===== src/rtl/prio_arbiter_pkg.sv =====
// Shared types and limits for the priority arbiter.
// Round-robin support is compiled in only when PRIO_ARBITER_RR_EN is defined.
package prio_arbiter_pkg;

  typedef enum logic {
    IDLE  = 1'b0,
    GRANT = 1'b1
  } state_e;

  localparam int N_MIN = 2;
  localparam int N_MAX = 32;

  // (a + b) mod n for operands already in 0..n-1; avoids a divider for non-power-of-2 n.
  function automatic int wrap_add(input int a, input int b, input int n);
    int s;
    s = a + b;
    return (s >= n) ? s - n : s;
  endfunction

endpackage


===== src/rtl/prio_pick.sv =====
// Combinational highest-set-bit finder: returns the index of the top set bit
// of i_vec, with o_found low when the vector is empty.
module prio_pick #(
  parameter  int N = 8,
  localparam int W = $clog2(N)
) (
  input  logic [N-1:0] i_vec,
  output logic [W-1:0] o_idx,
  output logic         o_found
);

  // NOTE: every output of a combinational block gets a default first, so no path leaves it unassigned and no latch is inferred.
  always_comb begin
    o_idx   = '0;
    o_found = 1'b0;
    for (int i = 0; i < N; i++) begin
      if (i_vec[i]) begin
        o_idx   = W'(i);
        o_found = 1'b1;
      end
    end
  end

endmodule


===== src/rtl/prio_arbiter.sv =====
// N-channel arbiter with a registered one-hot grant held until ack.
// Fixed priority (top index wins) by default; PRIO_ARBITER_RR_EN adds round-robin via mode.
module prio_arbiter
  import prio_arbiter_pkg::*;
#(
  parameter  int N = 8,
  localparam int W = $clog2(N)
) (
  input  logic         clk,
  input  logic         rst_n,
  input  logic [N-1:0] req,
  input  logic         mode,
  input  logic         ack,
  output logic [N-1:0] gnt,
  output logic [W-1:0] gnt_idx,
  output logic         gnt_valid,
  output logic         z
);

  if (N < N_MIN || N > N_MAX) begin : g_bad_n
    $error("prio_arbiter: N out of range");
  end

  state_e         r_state;
  logic [N-1:0]   w_pick_vec;
  logic [W-1:0]   w_pick_idx;
  logic [W-1:0]   w_win_idx;
  logic           w_found;
  logic [N-1:0]   w_win_onehot;

`ifdef PRIO_ARBITER_RR_EN
  logic [W-1:0] r_ptr;

  // Rotate so channel ptr-1 lands on the top bit; ptr itself becomes the lowest priority.
  always_comb begin
    w_pick_vec = req;
    if (mode) begin
      for (int j = 0; j < N; j++) begin
        w_pick_vec[j] = req[wrap_add(j, int'(r_ptr), N)];
      end
    end
  end

  assign w_win_idx = mode ? W'(wrap_add(int'(w_pick_idx), int'(r_ptr), N)) : w_pick_idx;

  always_ff @(posedge clk or negedge rst_n) begin
    if (!rst_n) begin
      r_ptr <= '0;
    end else if (r_state == IDLE && w_found) begin
      r_ptr <= w_win_idx;
    end
  end
`else
  logic w_unused_mode;
  assign w_unused_mode = mode;
  assign w_pick_vec    = req;
  assign w_win_idx     = w_pick_idx;
`endif

  prio_pick #(.N(N)) u_pick (
    .i_vec   (w_pick_vec),
    .o_idx   (w_pick_idx),
    .o_found (w_found)
  );

  assign w_win_onehot = {{(N-1){1'b0}}, 1'b1} << w_win_idx;

  // NOTE: state registers use non-blocking assignments so every flop samples pre-edge values.
  always_ff @(posedge clk or negedge rst_n) begin
    if (!rst_n) begin
      r_state   <= IDLE;
      gnt       <= '0;
      gnt_idx   <= '0;
      gnt_valid <= 1'b0;
      z         <= 1'b1;
    end else begin
      z <= (req == '0);
      case (r_state)
        IDLE: begin
          if (w_found) begin
            r_state   <= GRANT;
            gnt       <= w_win_onehot;
            gnt_idx   <= w_win_idx;
            gnt_valid <= 1'b1;
          end else begin
            gnt       <= '0;
            gnt_valid <= 1'b0;
          end
        end
        GRANT: begin
          if (ack) begin
            r_state   <= IDLE;
            gnt       <= '0;
            gnt_valid <= 1'b0;
          end
        end
        default: r_state <= IDLE;
      endcase
    end
  end

endmodule


===== config.mk =====
export PLATFORM = sky130hd
export DESIGN_NAME = prio_arbiter
export DESIGN_NICKNAME = d
export VERILOG_FILES = /design/src/rtl/prio_arbiter_pkg.sv /design/src/rtl/prio_pick.sv /design/src/rtl/prio_arbiter.sv
export SDC_FILE = /design/constraint.sdc
export NUM_CORES = 1
export LEC_CHECK = 0
export ABC_CLOCK_PERIOD_IN_PS = 900
export CAP_MARGIN = 20
export CORE_MARGIN = 2
export CORE_UTILIZATION = 36
export DETAILED_ROUTE_END_ITERATION = 7
export PLACE_DENSITY = 0.73
export REMOVE_ABC_BUFFERS = 1
export SLEW_MARGIN = 20
export SYNTH_ARGS = -nofsm -noshare
export SYNTH_HDL_FRONTEND = slang
export SYNTH_HIERARCHICAL = 1
export SYNTH_SLANG_ARGS = --single-unit

===== constraint.sdc =====
create_clock -name clk -period 0.9 [get_ports clk]
set_input_delay 0.135 -clock clk [delete_from_list [all_inputs] [get_ports clk]]
set_output_delay 0.135 -clock clk [all_outputs]
set_load 0.05 [all_outputs]

==> reports/qor.yml <==
status: "finished with violations"
violations: "negative setup slack"
crit-reg2reg-launch: "r_state$_DFF_PN0_"
route.detailed.vias_per_inst: 5.85
ys_ff_latch: 14
ioPinCount: 25
sequential_cell_area_um2: 352
dominantRegCellSynth: "dfrtp_1"
synth_sequential_area_ratio_pct: 58.4
fp.dieArea_mm2: 0.00201
post_dp_cell_area_mm2: 0.00104
crit-reg2reg-capture: "gnt[1]$_DFFE_PN0P_"
clock_insertion_delay_worst_skew_ns: 0.29
static-leakage-power_nw: 0.589
antenna_diode_instance_count: 0
synth_cells: 50
reg2regPathDepth: 3
final.period_utilization_pct: 123
tightest_slew_ns: 0.298
fin_worst_hold_slack_ns: 0.0997
fp.dieW_um: 44.9
std_cell_rows: 14
grt.total_usage_pct: 20.9
final.fill_count: 86
postRouteAntennaNets: 0
synth_adder_area_share_pct: 0
final-hold-violation-count: 0
layout_common_cells: "buf_12, buf_4, dfrtp_1"
initial_core_util_pct: 39.0
post_drt_wl_per_cell_um: 16.1
antenna_violations_before_repair: 0
ir_worst_vdd_v: 0.00204
area_growth_syn_to_layout_pct: 103
max_stage_delay_on_crit_path_ns: 0.55
cell_count_after_placement: 95
critical_path.max_fanout: 1
detail_route.drc_violations: 0
power-per-cell-area_mw_per_mm2: 2720
detailedRoute.firstPassIterationCount: 4
ctsHtreeMaxLevel: 1
placement.io_buffers: 23
fin_total_pwr_mw: 3.33
yosys_warnings: 6
critical_path.top_delay_family: "flip-flops"
crit_path_cell_trace: "buf_12"
grt_pass1_vias: 648
hpwlAfterDp_um: 1070
route.final.wire_length_um: 1800
timing.setup.tns_ns: -3.09
startpoint: "z$_DFF_PN1_"
holdBufCountCts: 0
num-nets-final: 109
grt_max_degree: 14
synthXorXnorAreaFrac_pct: 0
numCtsBuffers: 3
cpMaxStageDelayCell: "dfstp_2"
finish.utilization_pct: 79.4
synth_enable_flop_cells: 0
final.setup.worst_slack_ns: -0.207
worst_slew_margin_rel_pct: 80.0
timing.clock.skew_ns: 0.00831
cts_max_path_bufs: 2
p_seq_share_pct: 28.9
worst_setup_path_type: "reg -> out"
max_cap_viol_count: 0
post_synth.cell_area_avg_um2: 12.0
swShare_pct: 37.5
die_h_um: 44.9
ctsRootBufferMaster: "clkbuf_4"
rsz0062_at_grt: "true"
clock_sinks: 14
final_layout_size_suffix_gt1_share_pct: 57.3
tritoncts_clock_tree: "yes"
clkTransAtPathRegs_ns: 0.09
simple_gate_portion_of_the_synthesized_area_pct: 14.6
synthDistinctLibCells: 20
total_buffers_and_inverters_traversed_by_the_critical_path: 1
fmaxAchievable_mhz: 903
dp_slack_ns: -0.718
synth_async_sr_flop_share_pct: 100
instances_no_fill: 112
total_switching_power_mw: 1.25
synth_compound_area_share_pct: 20.0
worst-endpoint-arrival_ns: 0.97
yosys-mux-area-fraction_pct: 3.74
power.clock.fraction_pct: 13.9
hold_class: "in -> reg"
cp-end-kind: "output pin"
internal-power_mw: 2.08
path_depth: 1
combPwrFrac_pct: 57.2
startpoint_type: "flop"
grt_first_pass_wirelength_um: 2970
multiInputGateArea_um2: 299
main_combinational_cell_family_by_area_after_synthesis: "compound AO/OA/AOI/OAI gates"
core_mm2: 0.00154
worstPathRequired_ns: 0.76
drt_first_iter_violations: 27
finalSetupViolCount: 26
gp_congestion: 0.742
netlist_area_um2: 602
timing.final.crit_period_ns: 1.11
gr-total-overflow: 0
fin_area_mm2: 0.00122
drv_slew: 0
worst_setup_path_endpoint: "z"
num_vias: 655
regToRegSetupSlack_ns: -0.20
flip-flops by register name, summed over array words and instances (netlist names):
name,cells
gnt_valid,1
r_state,1
z,1
gnt_idx,3
gnt,8
cell type report:
cell class / count / area share (%)
Inverter: 4 / 1.23
Clock buffer: 4 / 2.97
Timing Repair Buffer: 42 / 41.0
Multi-Input combinational cell: 32 / 24.4
Sequential cell: 14 / 28.7
Tap cell: 16 / 1.64
synth_stat cells (2+ instances only):
cell type  instances  area [µm²]
dfrtp_1           13         325
a32o_1             6        60.1
nor2_1             6        22.5
inv_1              3        11.3
a21oi_1            2        10.0
a22o_1             2        17.5
mux2_1             2        22.5
nand2b_1           2        12.5
o31ai_1            2        15.0
or4_1              2        15.0
how the worst min path moves through the flow:
stage | startpoint | endpoint | slack [ns] | cells past startpoint
2_1_floorplan | rst_n | gnt[0]$_DFFE_PN0P_ | -0.16 | 0
3_3_place_gp | rst_n | gnt[1]$_DFFE_PN0P_ | 0.52 | 2
3_5_place_dp | rst_n | gnt[5]$_DFFE_PN0P_ | 0.52 | 2
4_1_cts | req[3] | z$_DFF_PN1_ | 0.07 | 3
5_1_grt | req[2] | z$_DFF_PN1_ | 0.11 | 3
6_report | req[2] | z$_DFF_PN1_ | 0.1 | 3
metal layers:
layer  GRT usage [%]  part of all wire [%]  wire (µm)
met2            37.4                    54        979
met3            4.40                   7.2        130
met5               0                     0          0
met1            24.5                    35        632
met4            7.65                   3.2         57
logic make-up (layout without fill, tap and decap cells):
family	Yosys count	count (layout)
AND/OR/NAND/NOR	15	16
AO/OA/AOI/OAI	14	14
buffers and inverters	5	50
flip-flops	14	14
multiplexers	2	2
what timing repair did:
item	4_1_cts	5_1_grt
setup buffers	10	3
endpoints found under the setup margin	27	26
gates cloned	1	0
resized for setup	43	5
pin swaps	13	3
power groups by stage:
stage	Combinational, mW	Sequential, mW	Clock, mW
floorplan	0.273	1.34	0
global placement	1.52	0.957	0
detailed placement	1.54	0.964	0
CTS	1.81	0.965	0.473
global route	1.98	0.980	0.490
finish	1.90	0.962	0.462
Power figures use the tool's default switching activity.
==> RTL edit (config.mk and constraints unchanged) <==
`N` is set to 8 in 2 places; all go to 16.
--- a/src/rtl/prio_pick.sv
+++ b/src/rtl/prio_pick.sv
@@ -2,5 +2,5 @@
 // of i_vec, with o_found low when the vector is empty.
 module prio_pick #(
-  parameter  int N = 8,
+  parameter  int N = 16,
   localparam int W = $clog2(N)
 ) (
--- a/src/rtl/prio_arbiter.sv
+++ b/src/rtl/prio_arbiter.sv
@@ -4,5 +4,5 @@
   import prio_arbiter_pkg::*;
 #(
-  parameter  int N = 8,
+  parameter  int N = 16,
   localparam int W = $clog2(N)
 ) (
Ports: changed (resized gnt, gnt_idx and req); port bits go from 25 to 42. The function was not compared with the original's and may differ.
==> RTL edit against the unedited design <==
The run still ends with setup timing left; sequential power rose by 42%; total power rose by 16%; non-clock buffer count rose by 49; clock power rose by 2%; synthesized area rose by 84%; sequential cell count rose by 9; utilization rose by 0.66 points; global-route usage rose by 3.6 points; first-iteration DRC count rose by 67%; hold slack got worse by 0.011 ns; worst setup slack got worse by 0.22 ns; wire length rose by 140%; cell area rose by 96%; critical path type is now input port to flop; critical endpoint is now gnt_idx[0]; largest cell class unchanged.
==> RTL edit: results (changes against the unedited design) <==
| Result | Value | Change |
|---|---|---|
| Result of the run | finished with violations |  |
| Violated checks | setup timing |  |
| Global-route wire length before repair | 6.27 mm | +110% |
| Setup violators final | 44 | +69% |
| Tightest Pin Transition | 0.448 ns | +0.150 ns |
| Placer congestion estimate | 0.795 | +7.1% |
| Area contributors post-synth | dfrtp_1, a22o_1, nor4_1 |  |
| Average via count per standard cell | 5.70 | -2.5% |
| Layout filler cell count | 178 | +110% |
| Cell types with the highest counts after synthesis | dfrtp_1, a22o_1, nor2_1 |  |
| Reg2reg setup slack | -0.28 ns | -0.08 ns |
| Final #Nets | 209 | +92% |
| Largest net degree at the start of global routing | 19 | +5 |
| Sequential fraction of the synthesis area | 52.0% | -6.4 points |
| Leakage | 0.00110 uW | +86% |
| Half-perimeter wire length after detailed placement | 2.50 mm | +130% |
| Final worst clock skew | 0.00238 ns | -0.00593 ns |
| Proportion of layout cells with a drive suffix above 1 | 67.0% | +9.7 points |
| Total length of routed met3 wires | 245 um | +88% |
| Routed length on met2 | 2.39 mm | +140% |
| Placement-stage cell area | 0.00193 mm^2 | +85% |
| Met1 layer wirelength in the final routing | 1.49 mm | +140% |
| Distinct cell type count after synthesis | 29 | +45% |
| Clock insertion delay at the later pin of the skew report | 0.31 ns | +0.02 ns |
| Number of cells after detailed placement | 190 | +100% |
| Final worst setup slack | -0.426 ns | -0.219 ns |
| CP Max Fanout | 5 | +4 |
| Aggregate routed wire length | 4.35 mm | +140% |
| Final Non-Filler Cells | 221 | +97% |
| Drt initial violations | 45 | +67% |
| Cells after synthesis | 96 | +92% |
| Overall track demand over capacity in global routing | 24.5% | +3.6 points |
| Largest registers in the final layout | gnt (16), gnt_idx (4) |  |
| Via count of the first global-routing pass | 1252 | +93% |
| Clock input transition at the sequential cells of the worst setup and hold paths | 0.12 ns | +0.03 ns |
==> RTL edit: changes by cell type in the layout (fill, tap and decap cells not counted), moves of 3 or more <==
| cell | before | now |
|---|---|---|
| buf_12 | 14 | 22 |
| a32o_1 | 6 | 3 |
| dfrtp_1 | 13 | 21 |
| nor4_1 | 0 | 4 |
| buf_6 | 4 | 20 |
| nand2b_1 | 0 | 4 |
| buf_4 | 14 | 37 |
| a22o_1 | 2 | 9 |
==> RTL edit: repair_timing <==
action	4_1_cts	5_1_grt
gates resized for setup	116	16
pin swaps	22	12
cloned	1	0
endpoints found under the hold margin	0	0
setup buffers	19	7
setup endpoints to repair	45	44
==> RTL edit: cells by family (layout without fill, tap and decap cells) <==
logic type	count (synthesis)	in the layout	share of synthesized area (%)
simple gates	41	41	22.7
buf+inv	5	96	3.27
flops	23	23	52.0
mux	4	4	4.06
compound gates	23	24	18.0
==> RTL edit: worst paths after layout <==
check,end,cells past startpoint,startpoint
setup reg to reg,gnt[2],3,r_state
hold / removal,z,3,req[11]
hold reg to reg,gnt_valid,1,gnt_valid
min in group asynchronous,gnt[15],2,rst_n
max in group asynchronous,r_state,2,rst_n
setup / recovery,gnt_idx[0],6,req[9]
==> RTL edit: layout make-up <==
type | instances | share of cell area (%)
Timing Repair Buffer | 91 | 43.4
Multi-Input combinational cell | 69 | 29.6
Sequential cell | 23 | 24.0
Tap cell | 33 | 1.72
Clock buffer | 4 | 1.09
Inverter | 1 | 0.156
==> RTL edit: through the flow <==
stage / utilization, % / setup TNS, ns / hold slack, ns / setup WS, ns
2_1_floorplan: - / -11.25 / -0.161 / -0.591
3_3_place_gp: 64.2 / -25.08 / 0.449 / -1.20
3_5_place_dp: 64.2 / -27.46 / 0.447 / -1.33
4_1_cts: 76.0 / -9.26 / 0.0929 / -0.353
5_1_grt: 80.0 / -12.22 / 0.0883 / -0.438
6_report: 80.0 / -10.76 / 0.0889 / -0.426
==> RTL edit: where the power goes <==
part	switching (uW)	internal, uW	leakage [uW]
Combinational	949	1080	0.000788
Sequential	194	1170	0.000292
Clock	299	174	0.0000150
==> RTL edit: worst max-delay path: stages <==
cell and delay [ns]:
buf_8 0.10, or3b_4 0.40, a311oi_4 0.35, buf_4 0.19, a31oi_4 0.05, mux2_4 0.30
==> RTL edit: per-layer routing <==
metal | vias to the layer above | track usage, %
met4 | 0 | 14.0
met5 | - | 0
met1 | 619 | 25.1
met2 | 64 | 46.3
met3 | 20 | 3.71
li1 | 557 | -
